--- src/rtl/atan2_arbiter_if.sv ---
// Requester-side bus of the Arctan2 arbiter: per-requester job requests,
// accept strobes and the shared, one-hot-qualified result.
interface atan2_arbiter_if #(
  parameter int NUM_REQ = 3
);
  logic [NUM_REQ-1:0]    req_valid;
  logic [NUM_REQ*64-1:0] req_arg1;
  logic [NUM_REQ*64-1:0] req_arg2;
  logic [NUM_REQ-1:0]    req_ready;
  logic [NUM_REQ-1:0]    rsp_valid;
  logic signed [12:0]    rsp_angle;
  logic                  rsp_timeout;

  modport master (
    output req_valid, req_arg1, req_arg2,
    input  req_ready, rsp_valid, rsp_angle, rsp_timeout
  );

  modport slave (
    input  req_valid, req_arg1, req_arg2,
    output req_ready, rsp_valid, rsp_angle, rsp_timeout
  );
endinterface

--- src/rtl/atan2_arbiter.sv ---
// Round-robin arbiter sharing one Arctan2 core between NUM_REQ requesters,
// with per-job core reset sequencing, result steering and a run watchdog.
module atan2_arbiter #(
  parameter int NUM_REQ = 3,
  parameter int TIMEOUT = 511
) (
  input  logic               clk,
  input  logic               reset_n,
  atan2_arbiter_if.slave     bus,
  output logic               busy,
  output logic [63:0]        core_arg1,
  output logic [63:0]        core_arg2,
  output logic               core_enable,
  output logic               core_reset,
  input  logic signed [12:0] core_angle,
  input  logic               core_done
);

  localparam int GW = (NUM_REQ > 1) ? $clog2(NUM_REQ) : 1;
  localparam int CW = (TIMEOUT > 1) ? $clog2(TIMEOUT + 1) : 1;

  typedef enum logic [1:0] {IDLE, RUN, RESP} state_t;

  state_t             state_q, state_d;
  logic [GW-1:0]      last_grant_q, last_grant_d;
  logic [GW-1:0]      grant_id_q, grant_id_d;
  logic [CW-1:0]      cnt_q, cnt_d;
  logic signed [12:0] rsp_angle_q, rsp_angle_d;
  logic               rsp_timeout_q, rsp_timeout_d;
  logic               armed_q;
  logic [63:0]        arg1_q, arg2_q;
  logic [63:0]        sel_arg1, sel_arg2;
  logic [GW-1:0]      pick;
  logic               accept;

  // First set request bit strictly after 'last', wrapping around.
  function automatic logic [GW-1:0] rr_pick(input logic [NUM_REQ-1:0] v,
                                            input logic [GW-1:0]      last);
    logic [GW-1:0] w;
    logic          hit;
    int            idx;
    w   = '0;
    hit = 1'b0;
    for (int k = 1; k <= NUM_REQ; k++) begin
      idx = int'(last) + k;
      if (idx >= NUM_REQ) idx = idx - NUM_REQ;
      if (!hit && v[GW'(idx)]) begin
        w   = GW'(idx);
        hit = 1'b1;
      end
    end
    return w;
  endfunction

  // armed_q keeps req_ready low while reset is asserted and for the first
  // cycle after release, without feeding reset_n into the datapath.
  assign pick   = rr_pick(bus.req_valid, last_grant_q);
  assign accept = (state_q == IDLE) && armed_q && (|bus.req_valid);

  always_comb begin
    sel_arg1 = '0;
    sel_arg2 = '0;
    for (int r = 0; r < NUM_REQ; r++) begin
      if (pick == GW'(r)) begin
        sel_arg1 = bus.req_arg1[r*64 +: 64];
        sel_arg2 = bus.req_arg2[r*64 +: 64];
      end
    end
  end

  always_comb begin
    state_d       = state_q;
    last_grant_d  = last_grant_q;
    grant_id_d    = grant_id_q;
    cnt_d         = cnt_q;
    rsp_angle_d   = rsp_angle_q;
    rsp_timeout_d = rsp_timeout_q;
    case (state_q)
      IDLE: begin
        if (accept) begin
          grant_id_d = pick;
          cnt_d      = '0;
          state_d    = RUN;
        end
      end
      RUN: begin
        cnt_d = cnt_q + CW'(1);
        // A done seen in the first RUN cycle is a leftover from the previous job.
        if (core_done && (cnt_q != '0)) begin
          rsp_angle_d   = core_angle;
          rsp_timeout_d = 1'b0;
          state_d       = RESP;
        end else if (cnt_q == CW'(TIMEOUT)) begin
          rsp_angle_d   = '0;
          rsp_timeout_d = 1'b1;
          state_d       = RESP;
        end
      end
      RESP: begin
        last_grant_d = grant_id_q;
        state_d      = IDLE;
      end
      default: state_d = IDLE;
    endcase
  end

  always_ff @(posedge clk or negedge reset_n) begin
    if (!reset_n) begin
      state_q       <= IDLE;
      last_grant_q  <= GW'(NUM_REQ - 1);
      grant_id_q    <= '0;
      cnt_q         <= '0;
      rsp_angle_q   <= '0;
      rsp_timeout_q <= 1'b0;
      armed_q       <= 1'b0;
    end else begin
      state_q       <= state_d;
      last_grant_q  <= last_grant_d;
      grant_id_q    <= grant_id_d;
      cnt_q         <= cnt_d;
      rsp_angle_q   <= rsp_angle_d;
      rsp_timeout_q <= rsp_timeout_d;
      armed_q       <= 1'b1;
    end
  end

  // Arguments are captured at accept so requesters may change them freely.
  always_ff @(posedge clk) begin
    if (accept) begin
      arg1_q <= sel_arg1;
      arg2_q <= sel_arg2;
    end
  end

  always_comb begin
    bus.req_ready = '0;
    bus.rsp_valid = '0;
    if (accept)           bus.req_ready[pick]       = 1'b1;
    if (state_q == RESP)  bus.rsp_valid[grant_id_q] = 1'b1;
  end

  assign bus.rsp_angle   = rsp_angle_q;
  assign bus.rsp_timeout = rsp_timeout_q;
  assign busy            = (state_q != IDLE);
  assign core_enable     = (state_q == RUN);
  assign core_reset      = (state_q != RUN);
  assign core_arg1       = (state_q == RUN) ? arg1_q : '0;
  assign core_arg2       = (state_q == RUN) ? arg2_q : '0;

endmodule

--- src/flat_wrapper.sv ---
// flat-port wrapper written by rule: the top's interface ports become plain ports
module atan2_arbiter_flat 
#(
  parameter int NUM_REQ = 3,
  parameter int TIMEOUT = 511
)
  (clk, reset_n, busy, core_arg1, core_arg2, core_enable, core_reset, core_angle, core_done, bus_req_valid, bus_req_arg1, bus_req_arg2, bus_req_ready, bus_rsp_valid, bus_rsp_angle, bus_rsp_timeout);
  atan2_arbiter_if #(.NUM_REQ(NUM_REQ)) bus_i ();
  input  logic clk;
  input  logic reset_n;
  output logic busy;
  output logic [63:0] core_arg1;
  output logic [63:0] core_arg2;
  output logic core_enable;
  output logic core_reset;
  input  logic signed [12:0] core_angle;
  input  logic core_done;
  input wire logic [$bits(bus_i.req_valid)-1:0] bus_req_valid;
  input wire logic [$bits(bus_i.req_arg1)-1:0] bus_req_arg1;
  input wire logic [$bits(bus_i.req_arg2)-1:0] bus_req_arg2;
  output wire logic [$bits(bus_i.req_ready)-1:0] bus_req_ready;
  output wire logic [$bits(bus_i.rsp_valid)-1:0] bus_rsp_valid;
  output wire logic [$bits(bus_i.rsp_angle)-1:0] bus_rsp_angle;
  output wire logic [$bits(bus_i.rsp_timeout)-1:0] bus_rsp_timeout;
  assign bus_i.req_valid = bus_req_valid;
  assign bus_i.req_arg1 = bus_req_arg1;
  assign bus_i.req_arg2 = bus_req_arg2;
  assign bus_req_ready = bus_i.req_ready;
  assign bus_rsp_valid = bus_i.rsp_valid;
  assign bus_rsp_angle = bus_i.rsp_angle;
  assign bus_rsp_timeout = bus_i.rsp_timeout;
  atan2_arbiter #(.NUM_REQ(NUM_REQ), .TIMEOUT(TIMEOUT)) u_core (.clk(clk), .reset_n(reset_n), .bus(bus_i), .busy(busy), .core_arg1(core_arg1), .core_arg2(core_arg2), .core_enable(core_enable), .core_reset(core_reset), .core_angle(core_angle), .core_done(core_done));
endmodule
--- config.mk ---
export PLATFORM = sky130hd
export DESIGN_NAME = atan2_arbiter_flat
export DESIGN_NICKNAME = d
export VERILOG_FILES = /design/src/rtl/atan2_arbiter_if.sv /design/src/rtl/atan2_arbiter.sv /design/src/flat_wrapper.sv
export SDC_FILE = /design/constraint.sdc
export NUM_CORES = 1
export LEC_CHECK = 0
export CAP_MARGIN = 20
export CELL_PAD_IN_SITES_DETAIL_PLACEMENT = 0
export CELL_PAD_IN_SITES_GLOBAL_PLACEMENT = 2
export CORE_UTILIZATION = 19
export CTS_CLUSTER_SIZE = 40
export DETAILED_ROUTE_END_ITERATION = 10
export PLACE_DENSITY = 0.87
export SLEW_MARGIN = 20
export SYNTH_ARGS = -nofsm -noshare
export SYNTH_HDL_FRONTEND = slang
export SYNTH_SLANG_ARGS = --single-unit
--- constraint.sdc ---
create_clock -name clk -period 6.6 [get_ports clk]
set_input_delay 1.65 -clock clk [delete_from_list [all_inputs] [get_ports clk]]
set_output_delay 1.65 -clock clk [all_outputs]
set_load 0.005 [all_outputs]
Word level (Yosys, flattened, before mapping)
Index checks and enable logic that the tools add are counted.
- output and inout port bits: 151
- bits of input ports: 403
- word-level logic and storage cells: 95
- bits in registers: 158
- add/sub/neg operators: 7
- equality and inequality tests: 8
- reduce and logical (&&, ||, !) cells: 20
- order comparisons: 10
- multiplexer cells: 41
- operators by type and width (kind ; number):
    $mux W64 ; 8
    $mux W13 ; 2
    $mux W2 ; 9
    $pmux W9 S2 ; 1
    $lt A2 B4 Y1 const B ; 3
    $mux W1 ; 12
    $add A9 B1 Y9 const B ; 1
    $eq A9 B9 Y1 const B ; 1
    $ge A3 B2 Y1 const B ; 3
    $mux W9 ; 1
    $reduce_bool A9 Y1 ; 1
    $reduce_and A2 Y1 ; 4
    $logic_and A1 B1 Y1 ; 7
    $add A2 B2 Y3 const B ; 2
    $bmux W1 S2 ; 3
    $lt A2 B3 Y1 const B ; 2
    $mux W3 ; 2
    $reduce_bool A2 Y1 ; 3
    $sub A2 B1 Y2 const B ; 3
    $demux W1 S2 ; 2
    $eq A2 B1 Y1 const B ; 2
    $eq A2 B2 Y1 const B ; 2
    $ge A2 B1 Y1 const B ; 2
    $logic_not A2 Y1 ; 2
    other kinds (6) ; 8

Longest topological paths before layout
- depth in word-level cells: 18
- depth in mapped cells: 9
- gate-level depth less buffers: 6

Worst setup path after synthesis
OpenSTA, ideal clock, no wires.
- path kind: input port to output port
- start point: input port bus_req_valid[0]
- end point: output port bus_req_ready[0]
- required time: 4.950 ns
- cell stages on the path: 3
- path slack: 0.099 ns
- data arrival time: 4.851 ns
- path through: o311ai_1 -> inv_1 -> and3_1
- elaborated cells on any way between the ends: 26
- classes of those cells: 2 x order compare; 17 x mux; 7 x reduce/logical
- RTL lines (what ; line ; source):
    start, declared ; flat_wrapper.sv:18 ; input wire logic [$bits(bus_i.req_valid)-1:0] bus_req_valid;
    $reduce_or A3 Y1 ; atan2_arbiter.sv:58 ; assign accept = (state_q == IDLE) && armed_q && (|bus.req_valid);
    $logic_and A1 B1 Y1 ; atan2_arbiter.sv:58 ;
    net u_core.accept ; atan2_arbiter.sv:34 ; logic accept;
    $mux W3 ; atan2_arbiter.sv:138 ; if (accept) bus.req_ready[pick] = 1'b1;
    end, declared ; flat_wrapper.sv:21 ; output wire logic [$bits(bus_i.req_ready)-1:0] bus_req_ready;
The timed path passes the listed nets, and every way through them passes these cells. The select of a mux whose other input is x is not followed.

Final worst setup path
- start point: input port bus_req_valid[1]
- end point: output port bus_req_ready[0]
- cells in the longest elaborated chain, start to end: 15
- elaborated cells on any way between the ends: 26
- classes of those cells: 2 x order compare; 17 x mux; 7 x reduce/logical
- ends and longest elaborated chain (what ; line ; source):
    $bmux W1 S2 ; atan2_arbiter.sv:47 ; if (!hit && v[GW'(idx)]) begin
    $mux W1 (not written as such) (2 in series) ; atan2_arbiter.sv:47 ;
    $mux W1 ; atan2_arbiter.sv:47 ;
    $logic_not A1 Y1 ; atan2_arbiter.sv:47 ;
    $logic_and A1 B1 Y1 ; atan2_arbiter.sv:47 ;
    $mux W1 ; atan2_arbiter.sv:47 ;
    $logic_not A1 Y1 ; atan2_arbiter.sv:47 ;
    $logic_and A1 B1 Y1 ; atan2_arbiter.sv:47 ;
    $mux W2 ; atan2_arbiter.sv:47 ;
    $lt A2 B3 Y1 (not written as such) / $ge A2 B1 Y1 (equally long branches) ; atan2_arbiter.sv:138 ;
    $logic_and A1 B1 Y1 (not written as such) ; atan2_arbiter.sv:138 ;
    $mux W1 (not written as such) ; atan2_arbiter.sv:138 ;
    $demux W1 S2 ; n/a ;
    $mux W3 (*) ; atan2_arbiter.sv:138 ;
Mark *: on every way between the ends. The rest lies on a longest branch, timed or not. The select of a mux whose other input is x is not followed.

==> impl_metrics.ini <==
[run_status]
status = completed

[worst_setup_path]
start_kind = input pin
reg2regPathDepth = 8
cp.buffers_inverters = 2
cp-end-kind = output port
cp_max_fo = 32
worst_ep_arrival_time_ps = 3900
worst_path_most_repeated_cell = clkdlybuf4s50_1
cp_slowest_cell = clkdlybuf4s50_1
cp_num_cells = 6
crit_family = buffers and inverters
cp_cell_sequence = clkdlybuf4s50_1 > nor2b_1 > o21a_4 > nor2_4 > and3_1 > clkdlybuf4s50_1
critPathMaxStageDelay_ps = 690
critical_path_class = input pin to output port
worstPathRequired_ps = 4950

[clock_network]
cts_setup_buffers = 0
ctsHoldBuffers = 0
cts_htree_levels = 4
clock_path_buffers = 2
cts_buffers = 17
insertion_delay_ps = 480
tritoncts = done
cts.reportedPaths.clkPinSlew_ps = 70
cts.sink_count = 158
clock-root-buffer = clkbuf_16
cts_resized = 0

[pwr]
total_power_w = 0.006338
vdd_drop_max_v = 0.0002536
power_density_mw_per_mm2 = 397.4
cellLeakagePower_nw = 5.639

[synth]
ys.flop_type = edfxtp_1
synth_edf_count = 128
ys_seq_elements = 158
synth_warnings = 0
synthCells = 1014
ys_seq_area_share_pct = 49.37
syn_area_sq_mm = 0.009308
syn_avg_cell_area_sq_um = 9.179
synth_fp_nets = 1423
async_reset_ff_share_pct = 18.99
synth.distinct_cells = 47

[detailed_routing]
wl_met3_microns = 3066
via_count = 10101
wl_per_cell_microns = 20.12
drt_iter0_drc = 645
wl_met2_microns = 21040
routed_wl_microns = 42650
wirelength_met1_microns = 17460
first_pass_iters = 7
top_layer = met4
drcViolationCount = 0
vias_per_cell = 4.765
drtAntennaViolNets = 0

[floorplan]
die_h_microns = 223.3
io_pins = 554
dieArea_sq_mm = 0.04988
initial_core_util_pct = 19.37
rows = 80
core_area_sq_mm = 0.04805
die_w_microns = 223.3

[sta]
period_share_pct = 84.02
hold_violations = 0
holdWs_ps = 498.7
slew_headroom_pct = 29.13
slew_violations = 0
tns_ps = 0
worst_pin_slew_ps = 1056
setup_violations = 0
rsz0062_at_grt = no
fmax_ghz = 0.1803
period_minus_slack_ps = 5545
finalClockSkew_ps = 12.91

[final_layout]
diodes = 0
fin_area_sq_mm = 0.01595
multiInputGateArea_sq_mm = 0.004145
layout-drive-gt1-share_pct = 4.319
fillerInstances = 4975
fin_nets = 1901
area_growth_pct = 71.35
final_util_pct = 33.20
layout.area.seq_sq_mm = 0.004596

[global_routing]
antenna_found_initial = 0
grt_pass1_vias = 10164
overflow = 0
grt_max_degree = 129
grt_usage_pct = 16.62
grt_pass1_wl_microns = 62550

[place]
routabilityCongestion = 0.8514
hpwl_microns = 29760
port_buffers = 553
dpl_cell_area_sq_mm = 0.01540

[run]
drv_cap = 0

[min_path]
min_path_type = flip-flop to flip-flop
min_path_cells = 1
-- cells in the mapped netlist (3+ instances only) --
library cell  instances  share of area, %
nand3_1              98               5.3
edfxtp_1            128                41
nor3_1              128               6.9
o21ai_0              99               5.3
a22o_1               13               1.2
nor2_1                6              0.24
a31oi_1              89               6.0
buf_2                19               1.0
nor3b_1               4              0.32
a21oi_1              41               2.2
inv_1                48               1.9
clkbuf_1             91               3.7
a311oi_1             38               3.6
ha_1                  6              0.81
dfrtp_1              29               7.8
buf_4                 3              0.24
and2_1              129               8.7
nand2_1               9              0.36
-- final cells by class --
type,instances,area share (%)
Sequential cell,158,28.81
Inverter,49,1.192
Timing Repair Buffer,573,35.73
Tap cell,615,4.825
Multi-Input combinational cell,693,25.99
Clock buffer,19,2.777
Clock inverter,13,0.6747
-- routing by layer --
metal | GRT usage (%) | vias up
met1 | 19.56 | 4860
met3 | 4.557 | 53
met5 | 0 | -
met2 | 28.49 | 461
li1 | - | 4727
met4 | 6.717 | 0
-- registers in the layout, indices dropped and copies added, names as in the netlist --
signal / flops
u_core.bus.rsp_timeout: 1
u_core.state_q: 2
u_core.arg2_q: 64
u_core.cnt_q: 9
u_core.grant_id_q: 2
u_core.bus.rsp_angle: 13
u_core.last_grant_q: 2
u_core.armed_q: 1
u_core.arg1_q: 64
-- layout by cell type (no fill, tap or decap), types with 2 or more instances in the layout --
cell type / instances
a21boi_0: 2
a21oi_1: 40
a22o_1: 13
a311oi_1: 38
a31oi_1: 89
and2_1: 129
buf_4: 19
clkbuf_16: 17
clkdlybuf4s50_1: 553
clkinv_2: 4
clkinv_4: 3
dfrtp_1: 29
edfxtp_1: 128
ha_1: 6
inv_1: 47
inv_6: 4
inv_8: 3
mux2_2: 2
nand2_1: 9
nand2b_1: 2
nand3_1: 98
nor2_1: 6
nor2b_1: 2
nor3_1: 128
nor3b_1: 4
o21ai_0: 98
o31ai_1: 2
or3_1: 2
xor2_1: 2
-- through the flow --
stage	worst slack (ps)	std cells
floorplan	99.35	1014
global placement	1007	2088
detailed placement	1003	2088
CTS	987.9	2120
global route	903.3	2120
finish	1055	2120
-- final timing paths --
check	endpoint	slack, ps	start
max in group asynchronous	u_core.last_grant_q[1]	4730	reset_n
worst min register to register	u_core.bus.rsp_angle[7]	500	u_core.bus.rsp_angle[7]
worst min-delay path	u_core.bus.rsp_angle[7]	500	u_core.bus.rsp_angle[7]
worst max register to register	u_core.arg2_q[62]	3140	u_core.last_grant_q[1]
min in group asynchronous	u_core.bus.rsp_angle[6]	1550	reset_n
worst max-delay path	bus_req_ready[0]	1050	bus_req_valid[1]
-- power by group --
group / leakage [nW] / internal [W] / switching (W)
logic: 3.79 / 0.00161 / 0.00200
registers: 1.57 / 0.00164 / 0.000111
clock network: 0.278 / 0.000500 / 0.000475
-- kinds of logic after synthesis --
group	Yosys count	share of synthesized area, %
xor+xnor	2	0.1882
fa+ha+maj	6	0.8065
simple gates	388	22.81
buf+inv	163	6.963
compound gates	293	19.47
other cells	1	0.04029
flops	158	49.38
mux	3	0.3495
Note: power is estimated with default switching activity, not from simulation.
